[config.mk]
export PLATFORM = sky130hd
export DESIGN_NAME = multicycle_ctrl_flat
export DESIGN_NICKNAME = d
export VERILOG_FILES = /design/src/rtl/multicycle_ctrl_pkg.sv /design/src/rtl/multicycle_ctrl_if.sv /design/src/rtl/multicycle_ctrl_alu_decode.sv /design/src/rtl/multicycle_ctrl.sv /design/src/flat_wrapper.sv
export SDC_FILE = /design/constraint.sdc
export NUM_CORES = 1
export LEC_CHECK = 0
export ABC_AREA = 1
export BUFFER_PORTS_ARGS = -buffer_cell sky130_fd_sc_hd__buf_4
export CELL_PAD_IN_SITES_DETAIL_PLACEMENT = 0
export CELL_PAD_IN_SITES_GLOBAL_PLACEMENT = 1
export CORE_MARGIN = 2
export CORE_UTILIZATION = 41
export CTS_CLUSTER_DIAMETER = 60
export DETAILED_ROUTE_END_ITERATION = 8
export MAX_ROUTING_LAYER = met4
export PLACE_DENSITY = 0.85
export SYNTH_ARGS = -nofsm -noshare
export SYNTH_HDL_FRONTEND = slang
export SYNTH_HIERARCHICAL = 1
export SYNTH_SLANG_ARGS = --single-unit
[constraint.sdc]
create_clock -name clk -period 3.7 [get_ports clk]
set_input_delay 0.555 -clock clk [delete_from_list [all_inputs] [get_ports clk]]
set_output_delay 0.555 -clock clk [all_outputs]
set_load 0.01 [all_outputs]
[src/rtl/multicycle_ctrl_pkg.sv]
// Shared types and encodings for the multicycle controller: states, opcodes, funct and ALU codes.
// Pure definitions; no logic, no latency, no flow control.
package ctrl_pkg;

    typedef enum logic [2:0] {
        S_FETCH,
        S_DECODE,
        S_READ2,
        S_EXEC,
        S_MEM,
        S_WB,
        S_HALT,
        S_FAULT
    } state_t;

    localparam logic [3:0] OP_RTYPE = 4'b0000;
    localparam logic [3:0] OP_ADDI  = 4'b0001;
    localparam logic [3:0] OP_LW    = 4'b0010;
    localparam logic [3:0] OP_SW    = 4'b0011;
    localparam logic [3:0] OP_BEQ   = 4'b0100;
    localparam logic [3:0] OP_HALT  = 4'b1111;

    localparam logic [2:0] FN_ADD = 3'd0;
    localparam logic [2:0] FN_SUB = 3'd1;
    localparam logic [2:0] FN_AND = 3'd2;
    localparam logic [2:0] FN_OR  = 3'd3;
    localparam logic [2:0] FN_SLT = 3'd4;

    localparam logic [2:0] ALU_ADD = 3'b010;
    localparam logic [2:0] ALU_SUB = 3'b110;
    localparam logic [2:0] ALU_AND = 3'b000;
    localparam logic [2:0] ALU_OR  = 3'b001;
    localparam logic [2:0] ALU_SLT = 3'b111;

    typedef struct packed {
        logic [3:0] op;
        logic [2:0] rd;
        logic [2:0] rs;
        logic [2:0] rt;
        logic [2:0] funct;
    } instr_t;

    function automatic logic [15:0] sext6(input logic [5:0] v);
        return {{10{v[5]}}, v};
    endfunction

endpackage

[src/rtl/multicycle_ctrl_if.sv]
// Control/status bundle between the controller (master) and datapath plus memory (slave).
// Wires only; memory handshake is mem_rd/mem_wr request with mem_ready completion.
interface multicycle_ctrl_if;
    logic [15:0] instr;
    logic        zero;
    logic        mem_ready;
    logic [2:0]  ALUCtrl;
    logic        selMux1;
    logic [2:0]  reg_sel;
    logic        rd1;
    logic        rd2;
    logic        wr;
    logic        mem_to_reg;
    logic        mem_rd;
    logic        mem_wr;
    logic        ir_wr;
    logic        pc_wr;
    logic        pc_src;
    logic [15:0] imm;
    logic        halted;
    logic        fault;
    logic        illegal;
    logic [15:0] retired;

    modport master (
        input  instr, zero, mem_ready,
        output ALUCtrl, selMux1, reg_sel, rd1, rd2, wr, mem_to_reg,
               mem_rd, mem_wr, ir_wr, pc_wr, pc_src, imm,
               halted, fault, illegal, retired
    );

    modport slave (
        output instr, zero, mem_ready,
        input  ALUCtrl, selMux1, reg_sel, rd1, rd2, wr, mem_to_reg,
               mem_rd, mem_wr, ir_wr, pc_wr, pc_src, imm,
               halted, fault, illegal, retired
    );
endinterface

[src/rtl/multicycle_ctrl_alu_decode.sv]
// Maps opcode+funct to the ALU control code and flags unsupported encodings.
// Purely combinational, zero latency, no flow control.
module alu_decode
    import ctrl_pkg::*;
(
    input  logic [3:0] op,
    input  logic [2:0] funct,
    output logic [2:0] alu_ctrl,
    output logic       legal
);

    always_comb begin
        alu_ctrl = ALU_ADD;
        legal    = 1'b1;
        case (op)
            OP_RTYPE: begin
                case (funct)
                    FN_ADD:  alu_ctrl = ALU_ADD;
                    FN_SUB:  alu_ctrl = ALU_SUB;
                    FN_AND:  alu_ctrl = ALU_AND;
                    FN_OR:   alu_ctrl = ALU_OR;
                    FN_SLT:  alu_ctrl = ALU_SLT;
                    default: legal    = 1'b0;
                endcase
            end
            OP_ADDI, OP_LW, OP_SW, OP_HALT: alu_ctrl = ALU_ADD;
            OP_BEQ:  alu_ctrl = ALU_SUB;
            default: legal    = 1'b0;
        endcase
    end

endmodule

[src/rtl/multicycle_ctrl.sv]
// Multicycle FSM sequencing fetch/decode/read/exec/mem/write-back for the 16-bit datapath.
// 4-5 cycles per instruction plus one per memory wait cycle; faults after WAIT_MAX stalled cycles.
module multicycle_ctrl
    import ctrl_pkg::*;
#(
    parameter int unsigned WAIT_MAX = 15
) (
    input  logic          clk,
    input  logic          reset,
    multicycle_ctrl_if.master bus
);

    state_t     state;
    state_t     state_n;
    instr_t     ir_q;
    logic [7:0] wait_cnt;
    logic [15:0] retired_q;
    logic       retire;
    logic       waiting;
    logic       timeout;
    logic       is_imm_op;
    logic [2:0] dec_alu;
    logic       dec_legal;

    alu_decode u_alu_decode (
        .op       (ir_q.op),
        .funct    (ir_q.funct),
        .alu_ctrl (dec_alu),
        .legal    (dec_legal)
    );

    // A ready in the same cycle as the limit always wins over the timeout.
    assign waiting   = ((state == S_FETCH) || (state == S_MEM)) && !bus.mem_ready;
    assign timeout   = waiting && (({1'b0, wait_cnt} + 9'd1) >= 9'(WAIT_MAX));
    assign is_imm_op = (ir_q.op == OP_ADDI) || (ir_q.op == OP_LW) || (ir_q.op == OP_SW);

    assign bus.imm     = sext6(ir_q[5:0]);
    assign bus.retired = retired_q;

    always_ff @(posedge clk or posedge reset) begin
        if (reset) begin
            state     <= S_FETCH;
            ir_q      <= '0;
            wait_cnt  <= '0;
            retired_q <= '0;
        end else begin
            state <= state_n;
            if ((state == S_FETCH) && bus.mem_ready) begin
                ir_q <= instr_t'(bus.instr);
            end
            if (state_n != state) begin
                wait_cnt <= '0;
            end else if (waiting) begin
                wait_cnt <= wait_cnt + 8'd1;
            end
            if (retire) begin
                retired_q <= retired_q + 16'd1;
            end
        end
    end

    // Outputs are held low while reset is asserted so every strobe drops asynchronously.
    always_comb begin
        state_n        = state;
        retire         = 1'b0;
        bus.ALUCtrl    = '0;
        bus.selMux1    = 1'b0;
        bus.reg_sel    = '0;
        bus.rd1        = 1'b0;
        bus.rd2        = 1'b0;
        bus.wr         = 1'b0;
        bus.mem_to_reg = 1'b0;
        bus.mem_rd     = 1'b0;
        bus.mem_wr     = 1'b0;
        bus.ir_wr      = 1'b0;
        bus.pc_wr      = 1'b0;
        bus.pc_src     = 1'b0;
        bus.halted     = 1'b0;
        bus.fault      = 1'b0;
        bus.illegal    = 1'b0;
        if (!reset) begin
            case (state)
                S_FETCH: begin
                    bus.mem_rd = 1'b1;
                    if (bus.mem_ready) begin
                        bus.ir_wr = 1'b1;
                        bus.pc_wr = 1'b1;
                        state_n   = S_DECODE;
                    end else if (timeout) begin
                        state_n = S_FAULT;
                    end
                end
                S_DECODE: begin
                    bus.reg_sel = ir_q.rs;
                    bus.rd1     = 1'b1;
                    if (!dec_legal) begin
                        bus.illegal = 1'b1;
                        state_n     = S_FETCH;
                    end else begin
                        case (ir_q.op)
                            OP_RTYPE, OP_SW, OP_BEQ: state_n = S_READ2;
                            OP_ADDI, OP_LW:          state_n = S_EXEC;
                            OP_HALT:                 state_n = S_HALT;
                            default:                 state_n = S_FETCH;
                        endcase
                    end
                end
                S_READ2: begin
                    bus.reg_sel = ir_q.rt;
                    bus.rd2     = 1'b1;
                    state_n     = S_EXEC;
                end
                S_EXEC: begin
                    bus.ALUCtrl = dec_alu;
                    bus.selMux1 = is_imm_op;
                    case (ir_q.op)
                        OP_LW, OP_SW: state_n = S_MEM;
                        OP_BEQ: begin
                            bus.pc_wr  = bus.zero;
                            bus.pc_src = bus.zero;
                            retire     = 1'b1;
                            state_n    = S_FETCH;
                        end
                        default: state_n = S_WB;
                    endcase
                end
                S_MEM: begin
                    bus.ALUCtrl = dec_alu;
                    bus.selMux1 = is_imm_op;
                    bus.mem_rd  = (ir_q.op == OP_LW);
                    bus.mem_wr  = (ir_q.op == OP_SW);
                    if (bus.mem_ready) begin
                        if (ir_q.op == OP_LW) begin
                            state_n = S_WB;
                        end else begin
                            retire  = 1'b1;
                            state_n = S_FETCH;
                        end
                    end else if (timeout) begin
                        state_n = S_FAULT;
                    end
                end
                S_WB: begin
                    bus.reg_sel    = ir_q.rd;
                    bus.wr         = 1'b1;
                    bus.mem_to_reg = (ir_q.op == OP_LW);
                    retire         = 1'b1;
                    state_n        = S_FETCH;
                end
                S_HALT:  bus.halted = 1'b1;
                S_FAULT: bus.fault  = 1'b1;
            endcase
        end
    end

endmodule

[src/flat_wrapper.sv]
// flat-port wrapper written by rule: the top's interface ports become plain ports
module multicycle_ctrl_flat import ctrl_pkg::*;
#(
    parameter int unsigned WAIT_MAX = 15
)
  (clk, reset, bus_instr, bus_zero, bus_mem_ready, bus_ALUCtrl, bus_selMux1, bus_reg_sel, bus_rd1, bus_rd2, bus_wr, bus_mem_to_reg, bus_mem_rd, bus_mem_wr, bus_ir_wr, bus_pc_wr, bus_pc_src, bus_imm, bus_halted, bus_fault, bus_illegal, bus_retired);
  multicycle_ctrl_if bus_i ();
  input  logic clk;
  input  logic reset;
  input wire logic [$bits(bus_i.instr)-1:0] bus_instr;
  input wire logic [$bits(bus_i.zero)-1:0] bus_zero;
  input wire logic [$bits(bus_i.mem_ready)-1:0] bus_mem_ready;
  output wire logic [$bits(bus_i.ALUCtrl)-1:0] bus_ALUCtrl;
  output wire logic [$bits(bus_i.selMux1)-1:0] bus_selMux1;
  output wire logic [$bits(bus_i.reg_sel)-1:0] bus_reg_sel;
  output wire logic [$bits(bus_i.rd1)-1:0] bus_rd1;
  output wire logic [$bits(bus_i.rd2)-1:0] bus_rd2;
  output wire logic [$bits(bus_i.wr)-1:0] bus_wr;
  output wire logic [$bits(bus_i.mem_to_reg)-1:0] bus_mem_to_reg;
  output wire logic [$bits(bus_i.mem_rd)-1:0] bus_mem_rd;
  output wire logic [$bits(bus_i.mem_wr)-1:0] bus_mem_wr;
  output wire logic [$bits(bus_i.ir_wr)-1:0] bus_ir_wr;
  output wire logic [$bits(bus_i.pc_wr)-1:0] bus_pc_wr;
  output wire logic [$bits(bus_i.pc_src)-1:0] bus_pc_src;
  output wire logic [$bits(bus_i.imm)-1:0] bus_imm;
  output wire logic [$bits(bus_i.halted)-1:0] bus_halted;
  output wire logic [$bits(bus_i.fault)-1:0] bus_fault;
  output wire logic [$bits(bus_i.illegal)-1:0] bus_illegal;
  output wire logic [$bits(bus_i.retired)-1:0] bus_retired;
  assign bus_i.instr = bus_instr;
  assign bus_i.zero = bus_zero;
  assign bus_i.mem_ready = bus_mem_ready;
  assign bus_ALUCtrl = bus_i.ALUCtrl;
  assign bus_selMux1 = bus_i.selMux1;
  assign bus_reg_sel = bus_i.reg_sel;
  assign bus_rd1 = bus_i.rd1;
  assign bus_rd2 = bus_i.rd2;
  assign bus_wr = bus_i.wr;
  assign bus_mem_to_reg = bus_i.mem_to_reg;
  assign bus_mem_rd = bus_i.mem_rd;
  assign bus_mem_wr = bus_i.mem_wr;
  assign bus_ir_wr = bus_i.ir_wr;
  assign bus_pc_wr = bus_i.pc_wr;
  assign bus_pc_src = bus_i.pc_src;
  assign bus_imm = bus_i.imm;
  assign bus_halted = bus_i.halted;
  assign bus_fault = bus_i.fault;
  assign bus_illegal = bus_i.illegal;
  assign bus_retired = bus_i.retired;
  multicycle_ctrl #(.WAIT_MAX(WAIT_MAX)) u_core (.clk(clk), .reset(reset), .bus(bus_i));
endmodule
## Word level (Yosys, flattened, before mapping)

Cells that the tools add are included.
Widths: inputs -> output; s select.

| word-level totals | value |
|---|---|
| bits in registers | 43 |
| input bits | 20 |
| logic and storage cells | 99 |

| operators by class | value |
|---|---|
| $add $sub $neg | 3 |
| order comparisons | 1 |
| eq/ne operators | 17 |
| mux-type cells | 53 |
| reductions and logical operators | 17 |

Operator list:

| kind | number |
|---|---|
| $mux 1 | 32 |
| $mux 3 | 9 |
| $pmux 3 s3 | 2 |
| $pmux 3 s6 | 1 |
| $add 16x1->16 const B | 1 |
| $mux 8 | 2 |
| $eq 3x3->1 const B | 5 |
| $eq 3x2->1 const B | 4 |
| $pmux 3 s2 | 2 |
| $pmux 3 s4 | 1 |
| $reduce_or 5->1 | 2 |
| $add 8x1->9 const B | 1 |
| $ge 9x4->1 const B | 1 |
| $add 8x1->8 const B | 1 |
| $eq 4x2->1 const B | 2 |
| $eq 3x1->1 const B | 2 |
| $logic_not 3->1 | 2 |
| $pmux 1 s2 | 3 |
| $reduce_or 2->1 | 3 |
| $eq 4x1->1 const B | 1 |
| $eq 4x3->1 const B | 1 |
| $eq 4x4->1 const B | 1 |
| $logic_not 4->1 | 1 |
| $logic_and 1x1->1 | 3 |
| 6 further kinds | 8 |

## Logic depth before layout (Yosys ltp)

Gate-level depths: netlist of run 1.

| depth | value |
|---|---|
| word-level depth | 10 |
| gate-level depth with buffers | 14 |
| depth with buffers taken out | 14 |

## Modules after synthesis

The synthesis of run 1 kept the hierarchy.

By module, submodules not included:

| module | times used | cells each | area an instance (µm²) | seq. area each (µm²) |
|---|---|---|---|---|
| multicycle_ctrl | 1 | 323 | 2591.2 | 1076.0 |
| alu_decode | 1 | 25 | 132.6 | 0.0 |

## Worst setup path before layout of run 1

OpenSTA, ideal clock, no wires.

| path | value |
|---|---|
| path kind | input to output |
| from | input reset |
| to | output bus_reg_sel[0] |
| arrival time | 1.901 ns |
| required time | 3.145 ns |
| path slack | 1.244 ns |
| stages on the path | 4 |
| buffers on the path | 1 |
| cells stage by stage | buf_6 inv_1 nand2_1 inv_1 |

| between the ends | value |
|---|---|
| word-level cells in the longest chain between the ends | 1 |

Ends and longest elaborated chain:

| what | RTL line | text |
|---|---|---|
| start, declared | flat_wrapper.sv:9 | `input logic reset;` |
| $mux 3 | multicycle_ctrl.sv:81 | `if (!reset) begin` |
| end, declared | flat_wrapper.sv:15 | `output wire logic [$bits(bus_i.reg_sel)-1:0] bus_reg_sel;` |

Every way passes these cells.

## Worst setup path after layout of run 1

| path | value |
|---|---|
| from | register u_core.state[1] |
| to | register u_core.retired_q[10] (netlist: u_core/bus.retired[10]) |

| between the ends | value |
|---|---|
| word-level cells in the longest chain between the ends | 3 |
| elaborated cells between the ends (all ways) | 5 |
| classes of those cells | eq/ne: 3; mux: 2 |

Ends and longest elaborated chain:

| what | RTL line | text |
|---|---|---|
| start, declared | multicycle_ctrl.sv:13 | `state_t state;` |
| start signal, assigned | multicycle_ctrl.sv:47 | `state <= state_n;` |
| $eq 3x3->1 or $eq 3x2->1 (tied branches) | multicycle_ctrl.sv:82 | `case (state)` |
| $pmux 1 s3 * | multicycle_ctrl.sv:82 |  |
| $mux 1 * | multicycle_ctrl.sv:81 |  |
| end signal, assigned | multicycle_ctrl.sv:57 | `retired_q <= retired_q + 16'd1;` |
| end, declared | multicycle_ctrl.sv:17 | `logic [15:0] retired_q;` |

Every way passes the cells marked *; elsewhere a longest branch is shown, timed or not.
A chain may end at the register's enable or synchronous reset.

==> metrics.md, run 1 <==
| Metric | Value |
|---|---|
| Status | finished, final reports clean |
| Core area | 6386 um^2 |
| Sequential element share of the synthesized area | 0.3950 |
| Initial antenna violation count | 0 |
| Initial core utilization | 0.4265 |
| DRT Wirelength | 6090 um |
| Number of global-route vias before repair | 2222 |
| Buf+Inv Stages, Crit Path | 2 |
| Crit Path Max Fanout | 11 |
| WS Path Type | reg2reg |
| Total gr overflow | 0 |
| Post-Synth Adder-Cell Area | 0.01378 |
| Post-Synth XOR/XNOR Area | 0.05145 |
| Drt via density | 4.913 |
| IR drop worst, VDD | 0.4099 mV |
| CTS sink cnt | 43 |
| HP Class | in2async |
| Antenna fix cells | 0 |
| DRC | 0 |
| Nets | 430 |
| Inserted Clock Buffers | 5 |
| RR Startpoint | u_core/state[1]$_DFF_PP0_ |
| Unrepaired setup endpoints after global routing | false |
| DR WL/cell | 12.56 um |
| Area Growth Syn to Fin | 22.19% |
| GPL Wtd Cong | 0.8791 |
| # hold bufs at CTS | 0 |
| First-pass GRT wire length | 10470 um |
| Synth Area in Simple Gates | 0.2995 |
| Crit path max-delay family | simple AND/OR/NAND/NOR gates |
| Post-CTS setup buffers | 0 |
| Cells after synthesis | 348 |
| Worst-margin pin slew | 0.6092 ns |
| Die ar. | 7312 um^2 |
| Share of layout cells above drive strength 1 | 0.2794 |
| Worst path slowest cell | o211ai_2 |
| Die Y | 85.51 um |
| Clock Skew | 0.008855 ns |
| CTS tree | yes |
| Hold Vio Cnt, Final | 0 |
| CP Launch Type | flip-flop |
| Final core occ | 0.5212 |
| Critical-path cell list | nor2_1 > inv_1 > nor2_2 > inv_1 > o211ai_2 > nand4_1 > nor2_1 > nand2_1 > xnor2_1 |
| Critical path data required time | 3.88 ns |
| Fin crit period | 2.262 ns |
| Crit path largest cell delay | 0.50 ns |
| Max-slew violation count | 0 |
| Cell Area, Synth | 2724 um^2 |
| Complex-gate fraction of the synthesized area | 0.06752 |
| Largest family of logic cells by synthesized area | simple AND/OR/NAND/NOR gates |
| Via count | 2383 |
| Area of the multi-input gates | 1335 um^2 |
| Number of DRC markers in iteration 0 | 142 |
| Post-detail-place hpwl | 4659 um |
| Top cells by count, synth | 72 x nand2_1, 45 x nor2_1, 43 x dfrtp_1 |
| Number of synthesized flops with an enable pin | 0 |
| First drt pass iteration count | 5 |
| Worst skew pair latency | 0.30 ns |
| Asr flop ratio synth | 1.000 |
| Die Wd | 85.51 um |
| Mux share of post-synthesis cell area | 0.05788 |
| Crit path capture type | flip-flop |
| Max Clock Freq | 0.4420 GHz |
| Max-slew headroom | 0.5927 |
| Data arrival, critical path | 2.45 ns |
| Rows | 29 |
| Fin crit share | 0.6115 |
| Clock slew at reported path FFs | 0.09 ns |
| Clock H-tree levels | 2 |
| Pwr Density | 675.6 nW/um^2 |
| Root Driver | clkbuf_8 |
| Endpoints failing setup | 0 |
| Final antenna-violating net count | 0 |
| Setup_tns | 0 ns |
| Synth Register Bits | 43 |
| Startpoint of the worst setup timing path | u_core/state[1]$_DFF_PP0_ |
| Hold slack | 0.2713 ns |
| I/O Buffers | 70 |
| Dominant cell type by area after synthesis | dfrtp_1 |
| Area contributors post-synth | dfrtp_1 40%, nand2_1 9.9%, nor2_1 6.2% |
| Fill cells | 610 |
| Syn_nets | 371 |
| GRT Overall Usage | 0.1816 |
| Avg Cell Area, Syn | 7.827 um^2 |
| YS warnings | 6 |
| Most frequent cell after synthesis | nand2_1 |
| Synth top area share | 0.3950 |
| I/O pins | 71 |
| FF+latch area | 1076 um^2 |
| Max-Cap Viols | 0 |
| Largest buffer count on any clock path | 2 |
| Count of cell types in the netlist | 38 |
| Leakage | 1.677 nW |
| Top_reg_cell synth | dfrtp_1 |
| Pin count of the biggest net entering global routing | 35 |
| # resized after CTS | 0 |
[layout make-up]
cell class / count / area share
Multi-Input combinational cell: 242 / 0.4011
Sequential cell: 43 / 0.3233
Tap cell: 77 / 0.02895
Inverter: 43 / 0.04887
Timing Repair Buffer: 72 / 0.1624
Clock buffer: 6 / 0.02481
Clock inverter: 2 / 0.01053
[layout by cell type, fill, tap and decap left out, types with 3 or more instances in the layout]
| cell | synthesis | routed |
|---|---|---|
| buf_4 | 16 | 72 |
| nand2_1 | 72 | 72 |
| nor2_1 | 45 | 45 |
| dfrtp_1 | 43 | 43 |
| inv_1 | 38 | 37 |
| nand3_1 | 22 | 22 |
| nor3_1 | 17 | 17 |
| mux2_2 | 14 | 14 |
| o21ai_0 | 10 | 10 |
| nand4_1 | 8 | 8 |
| xnor2_1 | 8 | 8 |
| xor2_1 | 8 | 8 |
| clkbuf_8 | 0 | 6 |
| a21oi_1 | 6 | 6 |
| inv_2 | 3 | 4 |
| o21bai_1 | 4 | 4 |
| nor2_2 | 3 | 3 |
| nand2_2 | 3 | 3 |
| nor4_1 | 3 | 3 |
| ha_1 | 3 | 3 |
[state kept, by name (all words and copies together) (netlist names)]
| signal | cells |
|---|---|
| u_core/bus.imm | 6 |
| u_core/state | 3 |
| u_core/wait_cnt | 8 |
| u_core/ir_q | 10 |
| u_core/bus.retired | 16 |
[worst reg2reg max path: stages, from the launching register on]
cell and delay [ns]:
dfrtp_1 0.44, nor2_1 0.18, inv_1 0.11, nor2_2 0.14, inv_1 0.07, o211ai_2 0.50, nand4_1 0.31, nor2_1 0.20
nand2_1 0.08, xnor2_1 0.12
[logic make-up (layout without fill, tap and decap cells)]
family,Yosys count,count (layout)
mux,14,14
xor+xnor,16,16
compound gates,29,29
buf+inv,63,123
simple gates,180,180
fa+ha+maj,3,3
flops,43,43
[metal layers]
metal / vias to the layer above / part of all wire / global-route usage
li1: 1223 / - / -
met1: 1104 / 0.49 / 0.2508
met2: 50 / 0.46 / 0.2756
met3: 6 / 0.038 / 0.03369
met4: 0 / 0.0094 / 0.05051
met5: - / 0 / -
[where the power goes]
part	internal, mW	switching (mW)	leakage, nW
sequential	0.638	0.210	0.542
combinational	0.449	0.566	1.07
clock	0.219	0.167	0.0612
total	1.31	0.943	1.68
[worst paths after layout]
path	end	cells after the start	slack, ns
min in group clk	u_core/bus.retired[15]$_DFFE_PP0P_	1	0.48
worst max-delay path	u_core/bus.retired[10]$_DFFE_PP0P_	9	1.44
worst max register to register	u_core/bus.retired[10]$_DFFE_PP0P_	9	1.44
worst min-delay path	u_core/ir_q[15]$_DFFE_PP0P_	2	0.27
max in group asynchronous	u_core/wait_cnt[6]$_DFFE_PP0P_	3	2.70
worst min register to register	u_core/bus.retired[15]$_DFFE_PP0P_	1	0.48
[through the flow]
stage / total power [mW] / cells / setup WS (ns) / area [um^2]
2_1_floorplan: 1.586 / 348 / 1.244 / 2724
3_3_place_gp: 1.854 / 477 / 1.364 / 3211
3_5_place_dp: 1.871 / 477 / 1.303 / 3211
4_1_cts: 2.266 / 485 / 1.444 / 3328
5_1_grt: 2.447 / 485 / 1.140 / 3328
6_report: 2.249 / 485 / 1.438 / 3328
(Power assumes the default switching activity.)
==> run 2, diff against run 1 <==
- CORE_UTILIZATION: 41 -> 38
- PLACE_DENSITY: 0.85 -> 0.8
- clock period: 3.7 -> 2.1 ns (I/O delays scaled with it)
==> run 2 against run 1 <==
Effect of this change: clock skew decreased by 0.0037 ns; cell count is 6.6% higher; sequential power up 76%; first-iteration DRC count decreased by 39%; sequential share of layout area is 2.0 points lower; utilization fell by 0.44 points; final area increased by 6.7%; routed wire length up 5.5%; largest power group unchanged.
==> metrics.md, run 2 (synthesis gave the netlist of run 1 again) <==
| Metric | Value |
|---|---|
| Crit path capture type | output port |
| Endpoints failing setup | 0 |
| Clock share of power | 0.176 |
| Tot Pwr | 4.281 mW |
| Sequential power share | 0.348 |
| Share of layout cells above drive strength 1 | 0.3444 |
| CP Launch Type | flip-flop |
| Pwr Density | 1206 nW/um^2 |
| Net Switching | 1.761 mW |
| Largest buffer count on any clock path | 2 |
| Layout Cells excl Fill | 517 |
| Clock H-tree levels | 2 |
| Dpl cells | 504 |
| Initial core utilization | 0.3965 |
| FF-to-FF path depth | 13 |
| Fin crit period | 1.972 ns |
| Critical path data required time | 1.78 ns |
| Max-slew violation count | 0 |
| M1 WL | 3134 um |
| HP Class | in2async |
| Root Driver | clkbuf_8 |
| Number of DRC markers in iteration 0 | 86 |
| Clock Skew | 0.005162 ns |
| Antenna fix cells | 0 |
| IR drop worst, VDD | 0.7121 mV |
| Crit Path Max Fanout | 8 |
| Rows | 30 |
| Commonest non-fill, non-tap cells in the layout | 85 x buf_4, 71 x nand2_1, 42 x nor2_1, 42 x dfrtp_1, 36 x inv_1 |
| CTS tree | yes |
| Clock slew at reported path FFs | 0.08 ns |
| Routed wl met2 | 3044 um |
| Post-detail-place hpwl | 4926 um |
| WS Path Type | reg2out |
| Drt via density | 4.669 |
| Worst-margin pin slew | 0.4829 ns |
| First drt pass iteration count | 4 |
| Met3 wire length | 196 um |
| Die Y | 88.67 um |
| Final antenna-violating net count | 0 |
| Power Internal | 2.521 mW |
| Max Clock Freq | 0.5070 GHz |
| DRT Wirelength | 6426 um |
| Switching share of total power | 0.4112 |
| Logic gate share of total power | 0.476 |
| Nets | 443 |
| Max-Cap Viols | 0 |
| Largest register FFs | 16 |
| Data arrival, critical path | 1.66 ns |
| Die ar. | 7861 um^2 |
| Initial antenna violation count | 0 |
| Number of global-route vias before repair | 2273 |
| CTS sink cnt | 43 |
| GRT Overall Usage | 0.1706 |
| Inserted Clock Buffers | 5 |
| Max layer used | met4 |
| GPL Wtd Cong | 0.8568 |
| I/O pins | 71 |
| Max-slew headroom | 0.6751 |
| # hold bufs at CTS | 0 |
| Die Wd | 88.67 um |
| Leakage | 1.751 nW |
| First-pass GRT wire length | 10380 um |
| Core area | 6869 um^2 |
| I/O Buffers | 70 |
| Status | finished, final reports clean |
| DR WL/cell | 12.43 um |
| Pin count of the biggest net entering global routing | 24 |
| Worst skew pair latency | 0.29 ns |
| Area Growth Syn to Fin | 30.32% |
| Via count | 2414 |
| Total gr overflow | 0 |
| Hold Vio Cnt, Final | 0 |
| Most common cell after layout, fill and taps aside | buf_4 |
| Unrepaired setup endpoints after global routing | true |
| Hold slack | 0.07976 ns |
| Fin crit share | 0.9392 |
| DRC | 0 |
==> run 2: changes by cell type in the layout (fill, tap and decap cells not counted), moves of 2 or more <==
cell	previous run	this run
buf_4	72	85
nor2_2	3	6
nand3_1	22	20
nor3_1	17	8
nor2_1	45	42
nor3_2	0	9
==> run 2: per-stage QoR <==
stage	cell area, um^2	TNS [ns]	worst slack (ns)	utilization
final	3550	0	0.1277	0.5168
after global routing	3550	-0.1182	-0.02230	0.5168
after CTS	3427	0	0.006916	0.4989
after detailed placement	3294	0	0.1377	0.4796
after global placement	3294	0	0.1643	0.4796
after floorplan	2724	0	0.1131	-
==> run 2: final cells by class <==
| cell class | instances | area [um^2] |
|---|---|---|
| fillers | 684 | 3319 |
| multi-input cells | 242 | 1416 |
| clock inverters | 2 | 60.06 |
| well taps | 96 | 120.1 |
| clock buffers | 6 | 72.57 |
| inverters | 43 | 165.2 |
| flip-flops and latches | 43 | 1077 |
| repair buffers | 85 | 638.1 |
==> run 2: critical path, cell delays in order (launching register included) <==
cell	delay (ns)
dfrtp_1	0.47
nor2_1	0.22
nand3_1	0.16
a211oi_1	0.33
buf_4	0.19
==> run 2: path summary, 6_finish.rpt <==
check,from,endpoint,slack [ns]
max in group asynchronous,reset,u_core/state[2]$_DFF_PP0_,1.37
min in group clk,bus_instr[6],u_core/ir_q[6]$_DFFE_PP0P_,0.25
max reg2reg,u_core/ir_q[15]$_DFFE_PP0P_,u_core/wait_cnt[2]$_DFFE_PP0P_,0.13
min reg2reg,u_core/bus.retired[15]$_DFFE_PP0P_,u_core/bus.retired[15]$_DFFE_PP0P_,0.49
max,u_core/ir_q[14]$_DFFE_PP0P_,bus_mem_rd,0.13
min,reset,u_core/wait_cnt[5]$_DFFE_PP0P_,0.08
==> run 2: power by group through the flow <==
stage	combinational [mW]	clock, mW	sequential [mW]
finish	2.04	0.751	1.49
global route	2.26	0.804	1.54
CTS	1.88	0.782	1.47
detailed placement	1.87	0	1.49
global placement	1.85	0	1.48
floorplan	1.35	0	1.44
==> run 2: timing repair <==
action | CTS | global route
buffers inserted | 0 | 5
gates resized for setup | 0 | 21
hold endpoints to repair | 0 | 0
endpoints found under the setup margin | 0 | 14
==> run 2: layer usage <==
metal	vias up	GRT usage
met3	4	0.02985
li1	1253	-
met2	41	0.2558
met1	1116	0.2393
met5	-	-
met4	0	0.04408
==> run 3, diff against run 2 <==
- CORE_ASPECT_RATIO: default -> 2
- clock period: 2.1 -> 1.94 ns (I/O delays scaled with it)
==> run 3 against run 2 <==
Effect of this change: non-clock buffer count increased by 10; setup slack got worse by 0.10 ns; critical path depth increased by 2; sequential power increased by 11%; sequential cell count unchanged; clock-buffer cell count unchanged; final area increased by 6.5%; critical path type unchanged; highest routed layer unchanged.
==> metrics.md, run 3 (synthesis gave the netlist of run 1 again) <==
| Metric | Value |
|---|---|
| FF-to-FF path depth | 11 |
| IR drop worst, VDD | 0.7099 mV |
| Data arrival, critical path | 1.62 ns |
| Max-slew violation count | 0 |
| Status | finished, final reports clean |
| Die Wd | 63.87 um |
| Worst path slowest cell | dfrtp_2 |
| Critical path data required time | 1.65 ns |
| Number of global-route vias before repair | 2393 |
| Setup slack after layout | 0.02796 ns |
| Tot Pwr | 4.983 mW |
| Setup_tns | 0 ns |
| Leakage | 1.809 nW |
| Root Driver | clkbuf_16 |
| Place WS | -0.04033 ns |
| Share of layout cells above drive strength 1 | 0.4385 |
| Die Y | 123.7 um |
| # hold bufs at CTS | 0 |
| First drt pass iteration count | 4 |
| First-pass GRT wire length | 11050 um |
| I/O pins | 71 |
| Crit path max-delay family | simple AND/OR/NAND/NOR gates |
| Drt via density | 4.825 |
| I/O Buffers | 70 |
| Area Growth Syn to Fin | 38.82% |
| Initial antenna violation count | 0 |
| GPL Wtd Cong | 0.8790 |
| Dpl cells | 504 |
| Crit Path Max Fanout | 5 |
| Critical-path cell list | nor2_1 > inv_1 > nor2_2 > nor2_1 > nor4_2 > buf_4 |
| Via count | 2514 |
| Most frequent CP cell | nor2_1 |
| Post-detail-place hpwl | 5420 um |
| Crit path largest cell delay | 0.46 ns |
| CTS sink cnt | 43 |
| Antenna fix cells | 0 |
| Max-slew headroom | 0.6863 |
| Initial core utilization | 0.3925 |
| Clock H-tree levels | 2 |
| Worst-margin pin slew | 0.4663 ns |
| Final antenna-violating net count | 0 |
| Layout Cells excl Fill | 521 |
| R2r setup slk | 0.04 ns |
| Pwr Density | 1318 nW/um^2 |
| Clock slew at reported path FFs | 0.06 ns |
| CTS tree | yes |
| Rows | 43 |
| Buf+Inv Stages, Crit Path | 2 |
| Largest register FFs | 16 |
| Max Clock Freq | 0.5230 GHz |
| Hold Vio Cnt, Final | 0 |
| DRC | 0 |
| Largest buffer count on any clock path | 2 |
| Commonest non-fill, non-tap cells in the layout | 94 x buf_4, 64 x nand2_1, 37 x dfrtp_1 |
| Total gr overflow | 0 |
| Inserted Clock Buffers | 5 |
| Core area | 6940 um^2 |
| CP Launch Type | flip-flop |
| Pin count of the biggest net entering global routing | 28 |
| WS Path Type | reg2out |
| Fin crit share | 0.9856 |
| GRT Overall Usage | 0.1847 |
| RR Startpoint | u_core/wait_cnt[1]$_DFFE_PP0P_ |
| HP Class | in2async |
| Endpoints failing setup | 0 |
| Die ar. | 7902 um^2 |
| Crit path capture type | output port |
| Clock Skew | 0.005250 ns |
| Most common cell after layout, fill and taps aside | buf_4 |
| Fin crit period | 1.912 ns |
| Number of DRC markers in iteration 0 | 99 |
| Worst skew pair latency | 0.29 ns |
| Unrepaired setup endpoints after global routing | true |
| Max-Cap Viols | 0 |
| Nets | 453 |
| DR WL/cell | 13.27 um |
| DRT Wirelength | 6913 um |
| Worst R2R End | u_core/wait_cnt[6]$_DFFE_PP0P_ |
run 3: cell types whose count changed in the layout (fill, tap and decap cells not counted), moves of 6 or more:
| cell | delta |
|---|---|
| nand2_2 | +6 |
| nor2_2 | +8 |
| buf_4 | +9 |
| nand2_1 | -7 |
| nor2_1 | -10 |
run 3: metal layers:
layer	global-route usage	vias to the layer above	wire, um
met5	-	-	0
met2	0.3483	54	4024
met1	0.1819	1182	2503
li1	-	1267	-
met4	0.07745	0	138
met3	0.03342	11	246
run 3: how the worst max path moves through the flow:
stage / start / end / cells past startpoint
after CTS: u_core/wait_cnt[0]$_DFFE_PP0P_ / u_core/wait_cnt[3]$_DFFE_PP0P_ / 12
after global routing: u_core/ir_q[14]$_DFFE_PP0P_ / u_core/wait_cnt[1]$_DFFE_PP0P_ / 12
after floorplan: reset / u_core/wait_cnt[0]$_DFFE_PP0P_ / 5
after detailed placement: u_core/wait_cnt[0]$_DFFE_PP0P_ / u_core/wait_cnt[0]$_DFFE_PP0P_ / 12
final: u_core/state[1]$_DFF_PP0_ / bus_selMux1 / 6
after global placement: u_core/wait_cnt[0]$_DFFE_PP0P_ / u_core/wait_cnt[7]$_DFFE_PP0P_ / 12
run 3: cell type report:
class	instances	area, um^2
Clock buffer	6	128.9
Clock inverter	2	12.51
Fill cell	678	3159
Inverter	43	171.4
Multi-Input combinational cell	242	1555
Sequential cell	43	1084
Tap cell	90	112.6
Timing Repair Buffer	95	716.9
run 3: through the flow:
stage	hold WS, ns	area, um^2	utilization
final	0.04386	3781	0.5448
after global routing	0.05884	3781	0.5448
after CTS	0.03352	3533	0.5091
after detailed placement	0.3363	3336	0.4806
after global placement	0.3303	3336	0.4806
after floorplan	0.4414	2728	-
run 3: worst register-to-register path: cells and delay by family, from the launching register on:
kind	cells	cell delay [ns]
DFF	1	0.46
and+or+nand+nor	9	0.88
AOI/OAI and AO/OA	1	0.19
adders and majority gates	1	0.28
run 3: timing repair:
| item | in CTS | in global routing |
|---|---|---|
| gates cloned | 0 | 0 |
| setup endpoints to repair | 14 | 23 |
| resized for setup | 12 | 52 |
| setup buffers | 2 | 7 |
| pin swaps | 1 | 24 |
run 3: report_power, final:
group | internal, mW | switching (mW)
Combinational | 1.13 | 1.39
Sequential | 1.23 | 0.419
Clock | 0.475 | 0.339
